--- src/rtl/mult_pipe_fu.sv ---
// mult_pipe_fu: pipelined RV32M integer multiply unit (MUL/MULH/MULHSU/MULHU).
// The product is built as STAGES partial-product accumulations of CH-bit chunks of opb.
// Build option MULT_BUBBLE_COLLAPSE_EN: per-stage advance, so bubbles are squeezed out
// behind a stalled output. When it is undefined, one global advance moves the whole pipe.
module mult_pipe_fu #(
  parameter int unsigned XLEN   = 32,
  parameter int unsigned STAGES = 4,
  parameter int unsigned TAG_W  = 6,
  parameter int unsigned ROB_W  = 5
) (
  input  logic             clock,
  input  logic             reset_n,
  input  logic             rollback_en,
  input  logic             in_valid,
  input  logic [1:0]       in_func,
  input  logic [XLEN-1:0]  in_opa,
  input  logic [XLEN-1:0]  in_opb,
  input  logic [TAG_W-1:0] in_tag,
  input  logic [ROB_W-1:0] in_rob_idx,
  output logic             in_ready,
  output logic             stall_mul,
  output logic             out_valid,
  output logic [XLEN-1:0]  out_result,
  output logic [TAG_W-1:0] out_tag,
  output logic [ROB_W-1:0] out_rob_idx,
  input  logic             out_ack
);

  localparam int unsigned DW = 2 * XLEN;
  localparam int unsigned CH = DW / STAGES;

  // Stage payload registers, indexed 1 (entry) .. STAGES (final / output)
  logic [STAGES:1]  r_v;
  logic [DW-1:0]    r_acc  [1:STAGES];
  logic [DW-1:0]    r_opa  [1:STAGES];
  logic [DW-1:0]    r_opb  [1:STAGES];
  logic [1:0]       r_func [1:STAGES];
  logic [TAG_W-1:0] r_tag  [1:STAGES];
  logic [ROB_W-1:0] r_rob  [1:STAGES];

  // Values each stage would load this edge (from the issue port or the stage before)
  logic [STAGES:1]  w_src_v;
  logic [DW-1:0]    w_src_acc  [1:STAGES];
  logic [DW-1:0]    w_src_a    [1:STAGES];
  logic [DW-1:0]    w_src_b    [1:STAGES];
  logic [1:0]       w_src_func [1:STAGES];
  logic [TAG_W-1:0] w_src_tag  [1:STAGES];
  logic [ROB_W-1:0] w_src_rob  [1:STAGES];
  logic [DW-1:0]    w_nxt_acc  [1:STAGES];
  logic [STAGES:1]  w_ld;
  logic [STAGES:1]  w_v_nxt;

  logic             w_sa;
  logic             w_sb;
  logic [DW-1:0]    w_opa_ext;
  logic [DW-1:0]    w_opb_ext;

  // Operand extension: opa signed except MULHU, opb signed only for MUL/MULH
  assign w_sa      = (in_func != 2'd3);
  assign w_sb      = ~in_func[1];
  assign w_opa_ext = {{XLEN{w_sa & in_opa[XLEN-1]}}, in_opa};
  assign w_opb_ext = {{XLEN{w_sb & in_opb[XLEN-1]}}, in_opb};

  // Stage load enables: a stage loads when its content can leave (or it is empty)
  assign w_ld[STAGES] = out_ack | ~r_v[STAGES];

  genvar g;
  generate
    for (g = 1; g < STAGES; g++) begin : g_ld
`ifdef MULT_BUBBLE_COLLAPSE_EN
      // Any empty slot at or after this stage lets everything upstream of it move
      assign w_ld[g] = out_ack | ~(&r_v[STAGES:g]);
`else
      assign w_ld[g] = w_ld[STAGES];
`endif
    end

    for (g = 1; g <= STAGES; g++) begin : g_stage
      if (g == 1) begin : g_first
        // Entry stage takes the extended operands straight from issue
        assign w_src_v[g]    = in_valid;
        assign w_src_acc[g]  = '0;
        assign w_src_a[g]    = w_opa_ext;
        assign w_src_b[g]    = w_opb_ext;
        assign w_src_func[g] = in_func;
        assign w_src_tag[g]  = in_tag;
        assign w_src_rob[g]  = in_rob_idx;
      end else begin : g_rest
        assign w_src_v[g]    = r_v[g-1];
        assign w_src_acc[g]  = r_acc[g-1];
        assign w_src_a[g]    = r_opa[g-1];
        assign w_src_b[g]    = r_opb[g-1];
        assign w_src_func[g] = r_func[g-1];
        assign w_src_tag[g]  = r_tag[g-1];
        assign w_src_rob[g]  = r_rob[g-1];
      end

      // Accumulate this stage's chunk of opb, shifted into place, mod 2^DW
      assign w_nxt_acc[g] = w_src_acc[g]
                          + ((w_src_a[g] * DW'(w_src_b[g][(g-1)*CH +: CH])) << ((g-1)*CH));

      assign w_v_nxt[g] = w_ld[g] ? w_src_v[g] : r_v[g];

      // Per-stage payload register; holds while the stage is stalled
      always_ff @(posedge clock) begin
        if (!reset_n) begin
          r_acc[g]  <= '0;
          r_opa[g]  <= '0;
          r_opb[g]  <= '0;
          r_func[g] <= '0;
          r_tag[g]  <= '0;
          r_rob[g]  <= '0;
        end else if (w_ld[g]) begin
          r_acc[g]  <= w_nxt_acc[g];
          r_opa[g]  <= w_src_a[g];
          r_opb[g]  <= w_src_b[g];
          r_func[g] <= w_src_func[g];
          r_tag[g]  <= w_src_tag[g];
          r_rob[g]  <= w_src_rob[g];
        end
      end
    end
  endgenerate

  // Valid bits: rollback drops everything in flight, including a same-cycle accept
  always_ff @(posedge clock) begin
    if (!reset_n || rollback_en) begin
      r_v <= '0;
    end else begin
      r_v <= w_v_nxt;
    end
  end

  assign in_ready    = w_ld[1];
  assign stall_mul   = ~w_ld[1];
  assign out_valid   = r_v[STAGES];
  assign out_tag     = r_tag[STAGES];
  assign out_rob_idx = r_rob[STAGES];
  assign out_result  = (r_func[STAGES] == 2'd0) ? r_acc[STAGES][XLEN-1:0]
                                                : r_acc[STAGES][DW-1:XLEN];

endmodule

--- config.mk ---
export PLATFORM = sky130hd
export DESIGN_NAME = mult_pipe_fu
export DESIGN_NICKNAME = d
export VERILOG_FILES = /design/src/rtl/mult_pipe_fu.sv
export SDC_FILE = /design/constraint.sdc
export NUM_CORES = 2
export LEC_CHECK = 0
export CAP_MARGIN = 40
export CORE_ASPECT_RATIO = 1.1
export CORE_UTILIZATION = 55
export CTS_CLUSTER_DIAMETER = 40
export DETAILED_ROUTE_END_ITERATION = 7
export DONT_BUFFER_PORTS = 1
export PLACE_DENSITY_LB_ADDON = 0.12
export SETUP_SLACK_MARGIN = 0.4
export SLEW_MARGIN = 20
export SYNTH_ARGS = -nofsm -noshare
export SYNTH_HDL_FRONTEND = slang
export SYNTH_SLANG_ARGS = --single-unit
--- constraint.sdc ---
create_clock -name clock -period 32.5 [get_ports clock]
set_clock_uncertainty 0.1 [all_clocks]
set_input_delay 6.5 -clock clock [delete_from_list [all_inputs] [get_ports clock]]
set_output_delay 6.5 -clock clock [all_outputs]
set_load 0.005 [all_outputs]
-- Yosys cells after proc, flatten, opt, wreduce, memory -nomap -nowiden
Memory sizes are Yosys's and may differ from the RTL's.
Cells that the tools add are included.
W data, S select, Z words.
- bits in registers: 4
- bits in latches: 0
- bits in writable memories: 820
- memory bits (read-only): 0
- input bits: 82
- memories: 6
- add/subtract/negate cells: 3
- $mul: 4
- divide/modulo/power cells: 0
- $lt $le $gt $ge: 0
- equal/unequal tests: 1
- shifts and indexed selects: 0
- muxes and demuxes: 29
- bitwise gates (word level): 30
- reductions and logical operators: 3
- memories (memory ; depth ; bits a word ; read ports ; clocked after Yosys merged registers in ; wr ports ; line ; RTL):
    r_acc ; 4 ; 64 ; 4 ; 0 ; 4 ; 34 ; logic [DW-1:0] r_acc [1:STAGES];
    r_opa ; 4 ; 64 ; 3 ; 0 ; 4 ; 35 ; logic [DW-1:0] r_opa [1:STAGES];
    r_opb ; 4 ; 64 ; 3 ; 0 ; 4 ; 36 ; logic [DW-1:0] r_opb [1:STAGES];
    r_tag ; 4 ; 6 ; 4 ; 0 ; 4 ; 38 ; logic [TAG_W-1:0] r_tag [1:STAGES];
    r_rob ; 4 ; 5 ; 4 ; 0 ; 4 ; 39 ; logic [ROB_W-1:0] r_rob [1:STAGES];
    r_func ; 4 ; 2 ; 4 ; 0 ; 4 ; 37 ; logic [1:0] r_func [1:STAGES];
- operator list (kind ; count):
    $mux W64 ; 12
    $add A64 B64 Y64 ; 3
    $mul A64 B16 Y16 ; 1
    $mul A64 B16 Y32 ; 1
    $mul A64 B16 Y48 ; 1
    $mul A33 B17 Y50 ; 1
    $mux W32 ; 1
    $or A1 B1 Y1 ; 25
    $mux W6 ; 4
    $mux W5 ; 4
    $mux W2 ; 4
    $mux W1 ; 4
    $not A1 Y1 ; 3
    $and A1 B1 Y1 ; 2
    $logic_not A2 Y1 ; 1
    $ne A2 B2 Y1 const B ; 1
    $logic_not A1 Y1 ; 1
    $logic_or A1 B1 Y1 ; 1

-- Logic depth before layout (Yosys ltp)
- depth after elaboration: 6
- depth in mapped cells: 38
- mapped depth without buffers: 37

-- Worst setup path after synthesis
Ideal clock, no wire load.
- path type: input port to flip-flop
- start: input reset_n
- end: register r_acc[0][100] (netlist name)
- library setup time: 2.897 ns
- data arrival time: 13.577 ns
- slack: 15.926 ns
- stages: 4
- cell sequence: clkbuf_1 clkbuf_1 clkbuf_1 nand2_1
- RTL lines (what ; line ; RTL):
    from (decl) ; 12 ; input logic reset_n,

-- Worst setup path in the final report
- start: input out_ack
- end: output stall_mul
- word-level cells in the longest chain between the ends: 2
- RTL lines (what ; line ; RTL):
    from (decl) ; 26 ; input logic out_ack
    $or A1 B1 Y1 ; 65 ; assign w_ld[STAGES] = out_ack | ~r_v[STAGES];
    $not A1 Y1 ; 135 ; assign stall_mul = ~w_ld[1];
    to (decl) ; 21 ; output logic stall_mul,
Every way passes these cells.

==> impl_results.md <==
- Multiplexer share of the synthesized area: 0.563%
- Hold buffers post-CTS: 0
- Main combinational cell family by area after synthesis: adder cells
- Largest net degree at the start of global routing: 262
- First-pass GRT wire length: 256000 um
- Crit. End Element: primary output
- IO Count: 128
- Starting Density: 55.8%
- Inserted Clock Buffers: 50
- Post-CTS setup repair buffer count: 0
- Top delay family on crit path: simple AND/OR/NAND/NOR gates
- Main synth FF type: edfxtp_1
- WP data arrival: 7320 ps
- GPL Wtd Cong: 0.930
- Final WL: 158000 um
- Worst-skew pair later-pin latency: 640 ps
- Hold EP: r_v[1]
- Leakage Power: 33.0 nW
- RSZ-0062 raised after global routing: no
- CP cell instances: nand2b_4, inv_1
- Post-route ant nets: 0
- Post-Syn Area per Cell: 9.91 um2
- WP data required: 25900 ps
- Post-DR wirelength/cell: 20.1 um
- Post-CTS Resized: 0
- FF-to-FF Start: r_opb[0][88]
- Distinct cells, synth: 72
- Die width: 327 um
- Crit Path Category: in -> out
- WHS Path Cells: 2
- CP Max Fanout: 60
- Htree depth: 2
- Fin crit share: 42.8%
- Clock group share of total power: 9.6%
- HP Start: r_v[1]
- Nets: 8060
- Detailed Place HPWL: 125000 um
- Reg2Reg Depth: 35
- GRT Total Usage: 27.9%
- Post-synthesis sequential area ratio: 18.6%
- Row count: 130
- RR Endpoint: r_acc[0][191]
- Initial antenna violation count: 12
- Vias in the first global route: 46100
- Final worst setup slack: 18580 ps
- Slowest cell delay on critical path: 510 ps
- Slew Limit Fails: 0
- Mapped cell area: 64000 um2
- Clk slew on worst S/H paths: 60 ps
- Vias/cell: 5.47
- Post-route DRC: 0
- Crit path from: out_ack
- Reg power frac: 13.3%
- Pwr Density: 90.9 nW/um2
- Grt total ovfl: 0
- DRT Pass-1 Iters: 5
- Post-Synth Adder-Cell Area: 47.3%
- Worst slack at placement: 18560 ps
- P_int: 3.10 mW
- Layout cells sized above 1: 3.15%
- Total die area: 118000 um2
- Worst-margin pin slew: 815 ps
- CTS tree: yes
- Reg-to-reg setup timing slack: 22140 ps
- Peak supply drop: 0.103 mV
- Area Overhead vs Synth: 5.37%
- FFs w/ async S/R, synth: 0%
- CP Launch Type: input port
- Outcome: finished, final reports clean
- Setup violations, final: 0
- Comb pwr share: 77.1%
- Bufs on Longest Clock Path: 3
- Crit path buffers/inverters: 1
- Post-Syn Nets: 8206
- Yosys reg bits: 398
- Fmax achieved: 71.8 MHz
- MaxCap Viol Count: 0
- Initial DRC count: 2899
- Xor/xnor share of the synthesized area: 3.49%
- Die H: 360 um
- Post-synth EDFFs: 394
- Core area: 115000 um2
- Port bufs: 0
- Tmin final: 13920 ps
- Syn. warnings: 0
- Setup total negative slack: 0 ps
- Vias: 43100
- CP max-delay cell: nand2b_4
- Clk sinks: 398
- Worst min-delay path category: reg -> reg
- Cells after Synth: 6462
- Rel. slew slack: 44.9%
- Final Hold Vio Count: 0
- Post-synthesis simple-gate area fraction: 14.1%
- Switching Fraction: 49.5%
- Synth Area in Compound Gates: 5.91%
- Root Buffer: clkbuf_16
- Psw: 3.04 mW
==> metrics by stage <==
step	hold slack [ps]	std cells	util (%)	area (um2)	power, mW
6_report	356	7881	58.8	67500	6.14
3_5_place_dp	349	7779	57.1	65600	5.51
4_1_cts	359	7872	58.7	67400	6.13
5_1_grt	381	7875	58.8	67500	6.76
2_1_floorplan	332	6462	-	64000	4.41
3_3_place_gp	348	7757	56.8	65200	5.45
==> logic make-up after synthesis <==
logic type                 Yosys count
muxes                               32
adders and majority gates         1662
AOI/OAI and AO/OA                  576
xor gates and xnor gates           255
DFF                                398
buffers and inverters             1692
and+or+nand+nor                   1847
==> state kept, by name, summed over array words and instances (netlist names) <==
signal  count
r_v         4
r_acc     242
r_func      8
r_rob      20
r_opa      81
r_opb      19
r_tag      24
==> synth_stat cells, types with 5 or more instances <==
cell type  number  area [um2]
or2_2           6        37.5
o21a_1         31         233
inv_1        1431        5370
o21ai_1        17        85.1
a211oi_1       17         128
clkbuf_1      248         931
buf_4          11        82.6
o21ai_0        70         350
o211ai_1        9        67.6
nor3_1         32         160
and2_1        436        2730
nand2_1       769        2890
o41ai_1         7        61.3
nor2b_1        26         163
fa_1         1268       25400
nand2b_1       22         138
a31oi_1        22         138
or3_1           6        37.5
edfxtp_1      394       11800
a41oi_1         5        43.8
nor2_1        214         803
o21bai_1       36         270
mux2_2         32         360
ha_1          394        4930
nand4_1        18         113
and3_1        271        1700
a21o_1        114         856
nand3_1        28         140
o31ai_1        10        75.1
xor2_1         78         683
a21oi_1       182         911
xnor2_1       177        1550
==> placed cells by master (no fill, tap or decap), types with 70 or more instances in the layout <==
master,instances
xor2_1,78
ha_1,394
nor2_1,213
a21o_1,114
a21oi_1,182
nand2_1,767
and2_1,436
xnor2_1,177
edfxtp_1,394
fa_1,1268
o21ai_0,70
inv_1,1431
and3_1,271
==> how the worst max path moves through the flow <==
stage	end	depth (start not counted)
after floorplan	r_acc[0][100]	4
after global placement	stall_mul	2
after detailed placement	stall_mul	2
after CTS	stall_mul	2
after global routing	stall_mul	2
final	stall_mul	2
==> worst reg2reg max path, delay by kind of cell, from the launching register on <==
kind | cells | cell delay, ps
simple gates | 7 | 900
compound gates | 12 | 3270
fa+ha+maj | 8 | 3730
xor+xnor | 2 | 650
buf+inv | 6 | 740
flops | 1 | 710
==> area by class of cell <==
class / count / area, um2
Antenna cell: 6 / 15.0
Clock buffer: 55 / 1270
Clock inverter: 38 / 520
Fill cell: 9993 / 47400
Inverter: 1431 / 5370
Multi-Input combinational cell: 4372 / 45800
Sequential cell: 398 / 11900
Tap cell: 1518 / 1900
Timing Repair Buffer: 63 / 724
==> metal layers <==
metal,GRT usage (%),share of wire [%],vias up
met1,38.9,43,22100
met3,3.65,6.1,252
li1,-,-,19500
met5,0,0.035,-
met4,6.60,2.5,10
met2,46.4,48,1249
==> power by group through the flow <==
stage                     sequential [mW]  combinational, mW  clock (mW)
final                               0.815               4.73       0.592
after global routing                0.822               5.32       0.622
after CTS                           0.816               4.71       0.604
after detailed placement            0.825               4.68           0
after global placement              0.833               4.62           0
after floorplan                     0.801               3.61           0
Note: power is estimated with default switching activity, not from simulation.
